[src/rtl/dashcam_dma_seq.sv]
// -----------------------------------------------------------------------------
// dashcam_dma_seq
//
// Sequencer between the CSR register file and the frame DMA engine. A start
// write latches the buffer base/length; the frame is then cut into bursts of
// at most BURST_WORDS words, each issued through a req/ack/done handshake.
// Progress, sticky status, interrupt status and a frame counter are kept
// here and fed back to the CSR block. Continuous mode re-arms the transfer
// from the current base/length after every completed frame.
//
// Optional feature macro: DASHCAM_DMA_TIMEOUT_EN
//   When defined, a watchdog counts cycles spent in WAIT/ABORTING and ends the
//   transfer after TIMEOUT_CYCLES cycles without a completion. When undefined
//   the block waits indefinitely and status bit [4] reads 0.
//
// Ports:
//   clk, rst           clock, synchronous active-high reset
//   ctrl, ctrl_we      control word ([0] start, [1] abort, [2] continuous,
//                      [3] irq_en) and its one-cycle write strobe
//   dma_base, dma_len  buffer byte address / byte length (low 2 bits ignored)
//   irq_clear_pulse    clears sticky status bits [4:1] and irq status
//   burst_req/addr/words, burst_ack, burst_done, burst_err
//                      burst handshake with the DMA engine
//   dma_status_out     {frame_count, 11'b0, timeout, abort, err, done, busy}
//   irq_status_out     {30'b0, err_irq, done_irq}
//   irq_o              registered interrupt line
//   dbg_state          current FSM state (debug observation)
//
// Burst handshake: burst_req acts as a valid. It rises together with
// burst_addr/burst_words and all three stay unchanged until a cycle in which
// burst_ack is high; the request is accepted on that edge and burst_req drops.
// burst_done / burst_err are single-cycle pulses that complete the accepted
// burst; they are only acted on while a burst is outstanding.
// -----------------------------------------------------------------------------
module dashcam_dma_seq #(
  parameter int BURST_WORDS    = 16,
  parameter int TIMEOUT_CYCLES = 1024
) (
  input  logic        clk,
  input  logic        rst,
  input  logic [31:0] ctrl,
  input  logic        ctrl_we,
  input  logic [31:0] dma_base,
  input  logic [31:0] dma_len,
  input  logic        irq_clear_pulse,
  output logic        burst_req,
  output logic [31:0] burst_addr,
  output logic [7:0]  burst_words,
  input  logic        burst_ack,
  input  logic        burst_done,
  input  logic        burst_err,
  output logic [31:0] dma_status_out,
  output logic [31:0] irq_status_out,
  output logic        irq_o,
  output logic [2:0]  dbg_state
);

  typedef enum logic [2:0] {
    S_IDLE     = 3'd0,
    S_REQ      = 3'd1,
    S_WAIT     = 3'd2,
    S_ABORTING = 3'd3,
    S_DONE     = 3'd4
  } state_t;

  state_t       state_q, state_d;
  logic [31:0]  cur_addr_q, cur_addr_d;
  logic [29:0]  remaining_q, remaining_d;
  logic [7:0]   bwords_q, bwords_d;
  logic         req_q, req_d;
  logic         cont_q, cont_d;
  logic         irq_en_q, irq_en_d;
  logic [15:0]  frame_count_q, frame_count_d;
  logic         done_st_q, done_st_d;
  logic         err_st_q, err_st_d;
  logic         abort_st_q, abort_st_d;
  logic         tmo_st_q, tmo_st_d;
  logic         irq_done_q, irq_done_d;
  logic         irq_err_q, irq_err_d;
  logic         irq_o_q, irq_o_d;

  logic         start_wr, abort_wr;
  logic         ev_done, ev_err, ev_abort, ev_tmo;
  logic [29:0]  new_rem, reload_words;
  logic [31:0]  new_addr, reload_addr;
  logic         tmo_hit;

  // Words for the next burst: whatever is left, capped at one full burst.
  function automatic logic [7:0] min_words(input logic [29:0] rem);
    if (rem >= 30'(BURST_WORDS)) return 8'(BURST_WORDS);
    else                          return rem[7:0];
  endfunction

  assign start_wr     = ctrl_we & ctrl[0] & ~ctrl[1];  // abort wins over start
  assign abort_wr     = ctrl_we & ctrl[1];
  assign new_rem      = remaining_q - 30'(bwords_q);
  assign new_addr     = cur_addr_q + {22'd0, bwords_q, 2'b00};
  assign reload_words = dma_len[31:2];
  assign reload_addr  = {dma_base[31:2], 2'b00};

`ifdef DASHCAM_DMA_TIMEOUT_EN
  localparam int TW = $clog2(TIMEOUT_CYCLES + 1);
  logic [TW-1:0] tmo_cnt_q, tmo_cnt_d;

  // Counter restarts whenever WAIT or ABORTING is (re)entered.
  always_comb begin
    tmo_cnt_d = '0;
    if ((state_d == state_q) && (state_q == S_WAIT || state_q == S_ABORTING))
      tmo_cnt_d = tmo_cnt_q + 1'b1;
  end
  assign tmo_hit = (state_q == S_WAIT || state_q == S_ABORTING) &&
                   (tmo_cnt_q == TW'(TIMEOUT_CYCLES - 1));
`else
  assign tmo_hit = 1'b0;
`endif

  logic unused_ok;
  assign unused_ok = &{1'b0, ctrl[31:4], dma_base[1:0], dma_len[1:0],
                       32'(TIMEOUT_CYCLES)};

  always_comb begin
    state_d       = state_q;
    cur_addr_d    = cur_addr_q;
    remaining_d   = remaining_q;
    bwords_d      = bwords_q;
    req_d         = req_q;
    cont_d        = cont_q;
    irq_en_d      = irq_en_q;
    frame_count_d = frame_count_q;
    ev_done       = 1'b0;
    ev_err        = 1'b0;
    ev_abort      = 1'b0;
    ev_tmo        = 1'b0;

    case (state_q)
      S_IDLE: begin
        if (start_wr) begin
          cont_d      = ctrl[2];
          irq_en_d    = ctrl[3];
          cur_addr_d  = reload_addr;
          remaining_d = reload_words;
          if (reload_words == 30'd0) begin
            ev_err = 1'b1;
          end else begin
            state_d  = S_REQ;
            req_d    = 1'b1;
            bwords_d = min_words(reload_words);
          end
        end
      end
      S_REQ: begin
        if (burst_ack) begin
          // Accepted burst must still be drained even if aborted now.
          req_d   = 1'b0;
          state_d = abort_wr ? S_ABORTING : S_WAIT;
        end else if (abort_wr) begin
          req_d    = 1'b0;
          ev_abort = 1'b1;
          state_d  = S_IDLE;
        end
      end
      S_WAIT: begin
        if (burst_err) begin
          ev_err   = 1'b1;
          ev_abort = abort_wr;
          state_d  = S_IDLE;
        end else if (burst_done) begin
          cur_addr_d  = new_addr;
          remaining_d = new_rem;
          if (abort_wr) begin
            ev_abort = 1'b1;
            state_d  = S_IDLE;
          end else if (new_rem == 30'd0) begin
            state_d = S_DONE;
          end else begin
            state_d  = S_REQ;
            req_d    = 1'b1;
            bwords_d = min_words(new_rem);
          end
        end else if (tmo_hit) begin
          ev_tmo  = 1'b1;
          state_d = S_IDLE;
        end else if (abort_wr) begin
          state_d = S_ABORTING;
        end
      end
      S_ABORTING: begin
        if (burst_done || burst_err) begin
          ev_abort = 1'b1;
          state_d  = S_IDLE;
        end else if (tmo_hit) begin
          ev_tmo  = 1'b1;
          state_d = S_IDLE;
        end
      end
      S_DONE: begin
        ev_done       = 1'b1;
        frame_count_d = frame_count_q + 16'd1;
        if (abort_wr) begin
          ev_abort = 1'b1;
          state_d  = S_IDLE;
        end else if (cont_q) begin
          // Continuous capture re-reads base/length as they are right now.
          cur_addr_d  = reload_addr;
          remaining_d = reload_words;
          if (reload_words == 30'd0) begin
            ev_err  = 1'b1;
            state_d = S_IDLE;
          end else begin
            state_d  = S_REQ;
            req_d    = 1'b1;
            bwords_d = min_words(reload_words);
          end
        end else begin
          state_d = S_IDLE;
        end
      end
      default: begin
        state_d = S_IDLE;
        req_d   = 1'b0;
      end
    endcase

    // Clear first, then OR in this cycle's events so a coincident set wins.
    done_st_d  = (done_st_q  & ~irq_clear_pulse) | ev_done;
    err_st_d   = (err_st_q   & ~irq_clear_pulse) | ev_err | ev_tmo;
    abort_st_d = (abort_st_q & ~irq_clear_pulse) | ev_abort;
    tmo_st_d   = (tmo_st_q   & ~irq_clear_pulse) | ev_tmo;
    irq_done_d = (irq_done_q & ~irq_clear_pulse) | ev_done;
    irq_err_d  = (irq_err_q  & ~irq_clear_pulse) | ev_err | ev_abort | ev_tmo;
    irq_o_d    = irq_en_d & (irq_done_d | irq_err_d);
  end

  always_ff @(posedge clk) begin
    if (rst) begin
      state_q       <= S_IDLE;
      cur_addr_q    <= '0;
      remaining_q   <= '0;
      bwords_q      <= '0;
      req_q         <= 1'b0;
      cont_q        <= 1'b0;
      irq_en_q      <= 1'b0;
      frame_count_q <= '0;
      done_st_q     <= 1'b0;
      err_st_q      <= 1'b0;
      abort_st_q    <= 1'b0;
      tmo_st_q      <= 1'b0;
      irq_done_q    <= 1'b0;
      irq_err_q     <= 1'b0;
      irq_o_q       <= 1'b0;
`ifdef DASHCAM_DMA_TIMEOUT_EN
      tmo_cnt_q     <= '0;
`endif
    end else begin
      state_q       <= state_d;
      cur_addr_q    <= cur_addr_d;
      remaining_q   <= remaining_d;
      bwords_q      <= bwords_d;
      req_q         <= req_d;
      cont_q        <= cont_d;
      irq_en_q      <= irq_en_d;
      frame_count_q <= frame_count_d;
      done_st_q     <= done_st_d;
      err_st_q      <= err_st_d;
      abort_st_q    <= abort_st_d;
      tmo_st_q      <= tmo_st_d;
      irq_done_q    <= irq_done_d;
      irq_err_q     <= irq_err_d;
      irq_o_q       <= irq_o_d;
`ifdef DASHCAM_DMA_TIMEOUT_EN
      tmo_cnt_q     <= tmo_cnt_d;
`endif
    end
  end

  assign burst_req      = req_q;
  assign burst_addr     = cur_addr_q;
  assign burst_words    = bwords_q;
  assign dma_status_out = {frame_count_q, 11'd0, tmo_st_q, abort_st_q,
                           err_st_q, done_st_q, (state_q != S_IDLE)};
  assign irq_status_out = {30'd0, irq_err_q, irq_done_q};
  assign irq_o          = irq_o_q;
  assign dbg_state      = state_q;

endmodule

[config.mk]
export PLATFORM = sky130hd
export DESIGN_NAME = dashcam_dma_seq
export DESIGN_NICKNAME = d
export VERILOG_FILES = /design/src/rtl/dashcam_dma_seq.sv
export SDC_FILE = /design/constraint.sdc
export NUM_CORES = 1
export LEC_CHECK = 0
export CORE_MARGIN = 3
export CORE_UTILIZATION = 35
export CTS_CLUSTER_DIAMETER = 50
export DETAILED_ROUTE_END_ITERATION = 10
export SLEW_MARGIN = 20
export SYNTH_ARGS = -nofsm -noshare
export SYNTH_HDL_FRONTEND = slang
export SYNTH_SLANG_ARGS = --single-unit
[constraint.sdc]
create_clock -name clk -period 3.95 [get_ports clk]
set_input_delay 0.79 -clock clk [delete_from_list [all_inputs] [get_ports clk]]
set_output_delay 0.79 -clock clk [all_outputs]
set_load 0.005 [all_outputs]
=== After elaboration in Yosys (flattened, before gate mapping) ===
Index checks and enable logic that the tools add are counted.

* Register bits: 99
* Output and inout port bits: 109
* Logic and storage cells: 130

* Add/subtract/negate cells: 3
* Order comparisons: 2
* Eq/ne operators: 15
* Muxes and demuxes: 64
* Bitwise logic cells: 20
* Reduce and logical (&&, ||, !) cells: 11

{| class="wikitable"
|+ Operator list
! cell !! count
|-
| $mux 32 || 5
|-
| $mux 30 || 5
|-
| $pmux 32 s3 || 1
|-
| $pmux 30 s3 || 1
|-
| $mux 8 || 10
|-
| $ge 30x5->1 const B || 2
|-
| $logic_not 30->1 || 2
|-
| $mux 3 || 12
|-
| $add 32x10->32 || 1
|-
| $sub 30x8->30 || 1
|-
| $mux 1 || 25
|-
| $pmux 8 s3 || 1
|-
| $ne 2x2->1 const B || 9
|-
| $add 16x1->16 const B || 1
|-
| $pmux 3 s5 || 1
|-
| $and 1x1->1 || 10
|-
| $reduce_and 9->1 || 1
|-
| $reduce_and 8->1 || 1
|-
| $or 1x1->1 || 7
|-
| $eq 3x2->1 const B || 2
|-
| $reduce_and 6->1 || 1
|-
| $reduce_bool 3->1 || 2
|-
| $pmux 1 s5 || 1
|-
| $reduce_and 5->1 || 1
|-
| 10 further kinds || 12
|}

=== Depth between registers and ports, before layout ===
* Depth in word-level cells: 9
* Gate-level depth with buffers: 13
* Depth with buffers taken out: 12

=== Least setup slack after synthesis ===
Ideal clock, no wire load.

* Path kind: register to register
* Start: register bwords_q[0], in the netlist burst_words[0]
* End: register bwords_q[0], in the netlist burst_words[0]
* Arrival: 2,805 ps
* Setup slack: 1,007 ps
* Cell stages (with the launch flop): 13
* Clock period less this slack: 2,943 ps
* Cells stage by stage: dfxtp_1 > ha_1 > fa_1 > nand2b_1 > a21oi_1 > o31a_1 > clkbuf_1 > o21ai_1 > a211oi_2 > nand4_4 > nor3_4 > o32ai_4 > mux2i_1

* Word-level cells in the longest chain between the ends: 8

{| class="wikitable"
|+ Ends and longest elaborated chain
! what !! line !! RTL
|-
| from (decl) || 69 || <nowiki>logic [7:0] bwords_q, bwords_d;</nowiki>
|-
| from (signal assigned) || 258 || <nowiki>bwords_q <= bwords_d;</nowiki>
|-
| $sub 30x8->30 || 96 || <nowiki>assign new_rem = remaining_q - 30'(bwords_q);</nowiki>
|-
| $ge 30x5->1 || 90 || <nowiki>if (rem >= 30'(BURST_WORDS)) return 8'(BURST_WORDS);</nowiki>
|-
| $mux 8 || 90 ||
|-
| $mux 8 || 173 || <nowiki>end else if (new_rem == 30'd0) begin</nowiki>
|-
| $mux 8 || 170 || <nowiki>if (abort_wr) begin</nowiki>
|-
| $mux 8 || 167 || <nowiki>end else if (burst_done) begin</nowiki>
|-
| $mux 8 || 163 || <nowiki>if (burst_err) begin</nowiki>
|-
| $pmux 8 s3 || 135 || <nowiki>case (state_q)</nowiki>
|}

Several ways; a longest one is shown, not always the timed one. The select of a mux whose other input is x is not followed.
A chain may end at the register's enable or synchronous reset.

=== Worst setup path in the final report ===
* Start: register bwords_q[0], in the netlist burst_words[0]
* End: register bwords_q[3], in the netlist burst_words[3]

* Word-level cells in the longest chain between the ends: 8

{| class="wikitable"
|+ Ends and longest elaborated chain
! what !! line
|-
| $sub 30x8->30 (*) || 96
|-
| $ge 30x5->1 || 90
|-
| $mux 8 || 90
|-
| $mux 8 || 173
|-
| $mux 8 || 170
|-
| $mux 8 || 167
|-
| $mux 8 || 163
|-
| $pmux 8 s3 || 135
|}

Mark *: on every way between the ends. The rest lies on a longest branch, timed or not. The select of a mux whose other input is x is not followed.

==> flow_summary.toml <==
[clocking]
cts-buffers-inserted = 9
cts_resized = 0
clk_latency_ps = 350
cts.reportedPaths.clkPinSlew_ps = 70
clock_sinks = 97
postCtsHoldBufs = 0
cts_tree = "done"
htreeDepth = 3
cts.root.buffer_cell = "clkbuf_16"
cts_setup_buffers = 0
cts_buffer_depth = 2

[floorplan]
initial_core_util = 0.362
dieArea_mm2 = 0.0214
die_x_um = 146
rows = 50
die_y_um = 146
pin_count = 212
core_mm2 = 0.0190

[synthesis]
synth_cells = 908
ys_seq_area_frac = 0.282
syn_avg_cell_area_um2 = 7.58
ys_ff_latch = 97
synth.top_cell.area_share = 0.282
ys_async_sr_fraction = 0
yosys-top-cells-area = "dfxtp_1, nor2_1, buf_4"
synth_warnings = 0
ys.flop_type = "dfxtp_1"
yosys.area.top_type = "dfxtp_1"
synth-edff-count = 0
synth.distinct_cells = 79
syn_area_mm2 = 0.00688

[routing]
drc = 0
wirelength_um = 21000
dr.pass1.iters = 7
drt_iter0_drc = 476
viasPerCell = 5.34
vias = 6769
wl_per_cell_um = 16.6
postRouteAntennaNets = 0

[setup_path]
startpoint_type = "flip-flop"
end_kind = "flip-flop"
critPathBufInv = 0
required_ps = 4170
path_class = "flip-flop to flip-flop"
slowest_delay_ps = 480
r2r_cells = 11
timing.rr.start = "burst_words[0]"
cp-endpoint = "burst_words[3]"
cp-startpoint = "burst_words[0]"
worstPathArrival_ps = 3650
r2r-end = "burst_words[3]"
crit_path_cell_trace = "ha_1, fa_1, nand2b_1, a21oi_1, o31a_1, nor3b_2, o32ai_1, nand4_4, nor3_4, o32ai_4, mux2i_1"
critPathMaxFanout = 11
rrSetupSlack_ps = 520
path_depth = 11
crit_slowest_cell = "o31a_1"
path_delay_family = "compound AO/OA/AOI/OAI gates"

[pwr]
p_clk_frac = 0.312
internal_power_mw = 1.93
power_frac_seq = 0.376
comb_power_share = 0.312
p_switching_mw = 1.03
vdd_ir_drop_max_mv = 0.219
switching_share = 0.348
power.density_mw_per_mm2 = 346
power.leakage_nw = 3.06
finalPower_mw = 2.96

[global_routing]
grt_pass1_vias = 6475
grt-ovfl-total = 0
grt_use_met3 = 0.0376
grt_pass1_wl_um = 34100
gr-max-usage-layer = "met2"
grt_use_met2 = 0.309
grt_start_max_net_pins = 83
grt_use_met1 = 0.262
grt_use_total = 0.191
antenna_found_initial = 0

[layout]
area_growth_pct = 24.2
layout-drive-gt1-share = 0.0675
layout_commonest_cell = "clkdlybuf4s50_1"
fin_cells = 1267
utilization = 0.450
nets = 1124
multi_input_area_mm2 = 0.00442
mostFrequentLayoutCells = "clkdlybuf4s50_1, nor2_1, dfxtp_1"
insertedDiodeCount = 0
fillers = 1930
register_area_mm2 = 0.00194

[timing]
finalSetupTns_ps = 0
slew_violations = 0
final-hold-violation-count = 0
setup_viol = 0
skew_ps = 7.83
tightest_slew_ps = 905
min_period_ps = 3430
fin_crit_sh = 0.868
timing.fmax_mhz = 292
hold_ws_ps = 471
max_slew_margin = 0.396
rsz0062_at_grt = "no"

[place]
dp.final_hpwl_um = 15300
io_buffers = 136
gp_congestion = 0.862
placedCellCount = 1251

[job]
cap_violations = 0

[outcome]
status = "complete, no violations"

[hold_path]
min_path_type = "flip-flop to flip-flop"
==> synthesized netlist by cell type (all sizes together), types with 10 or more instances <==
library cell and number:
nor4 27, nor2 116, buf 64, nand2b 20, ha 17, a21oi 55
nand3 25, clkbuf 44, nand2 66, xor2 18, nor3 34, inv 28
a311oi 10, and3 17, dfxtp 97, o21ai 46, or3 11, a211oi 40
a22oi 11, nand4 13
==> state kept, by name, summed over array words and instances (netlist names) <==
signal,cells
cont_q,1
abort_st_q,1
burst_addr,30
burst_words,8
frame_count_q,16
dbg_state,3
irq_en_q,1
irq_err_q,1
tmo_st_q,1
err_st_q,1
remaining_q,30
irq_o,1
burst_req,1
irq_done_q,1
done_st_q,1
==> worst register-to-register path: stages (launching register included) <==
cell	delay, ps
dfxtp_1	350
ha_1	230
fa_1	390
nand2b_1	200
a21oi_1	220
o31a_1	480
nor3b_2	140
o32ai_1	450
nand4_4	230
nor3_4	250
o32ai_4	190
mux2i_1	160
==> power by group through the flow <==
stage                     Clock (mW)  Sequential (mW)  Combinational (mW)
after floorplan                    0             1.10               0.667
after global placement             0             1.13               0.910
after detailed placement           0             1.13               0.914
after CTS                      0.938             1.11               0.919
after global routing           0.980             1.12                1.02
final                          0.921             1.11               0.923
==> per-layer routing <==
layer  vias up  wire length (µm)
li1       3409                 -
met4         0               264
met3        18              1160
met5         -                 0
met2       201              9710
met1      3141              9870
==> stage by stage <==
stage / setup WS, ps / cell area (µm²)
2_1_floorplan: 1010 / 7040
3_3_place_gp: 531 / 8250
3_5_place_dp: 487 / 8250
4_1_cts: 490 / 8550
5_1_grt: 259 / 8550
6_report: 520 / 8550
==> logic make-up (layout without fill, tap and decap cells) <==
| logic type | after synthesis | after routing | synth area share |
|---|---|---|---|
| buffers and inverters | 136 | 193 | 0.102 |
| DFF | 97 | 97 | 0.282 |
| AOI/OAI and AO/OA | 242 | 242 | 0.241 |
| adders and majority gates | 19 | 19 | 0.0367 |
| and+or+nand+nor | 375 | 375 | 0.287 |
| xor gates and xnor gates | 27 | 27 | 0.0344 |
| other | 1 | 43 | 0.000545 |
| muxes | 11 | 11 | 0.0164 |
==> area by class of cell <==
| type | count | share of cell area |
|---|---|---|
| Sequential cell | 97 | 0.227 |
| Clock buffer | 9 | 0.0263 |
| Inverter | 28 | 0.0123 |
| Clock inverter | 7 | 0.00892 |
| Multi-Input combinational cell | 717 | 0.517 |
| Timing Repair Buffer | 149 | 0.170 |
| Tap cell | 260 | 0.0380 |
==> worst min-delay path by stage <==
stage                              start        endpoint  slack (ps)  cells past startpoint
final                           err_st_q        err_st_q         470                      2
after global routing            tmo_st_q        tmo_st_q         480                      1
after CTS                     abort_st_q      abort_st_q         470                      2
after detailed placement        err_st_q        err_st_q         460                      2
after global placement        abort_st_q      abort_st_q         460                      2
after floorplan           remaining_q[0]  remaining_q[0]         440                      2
Note: power is estimated with default switching activity, not from simulation.
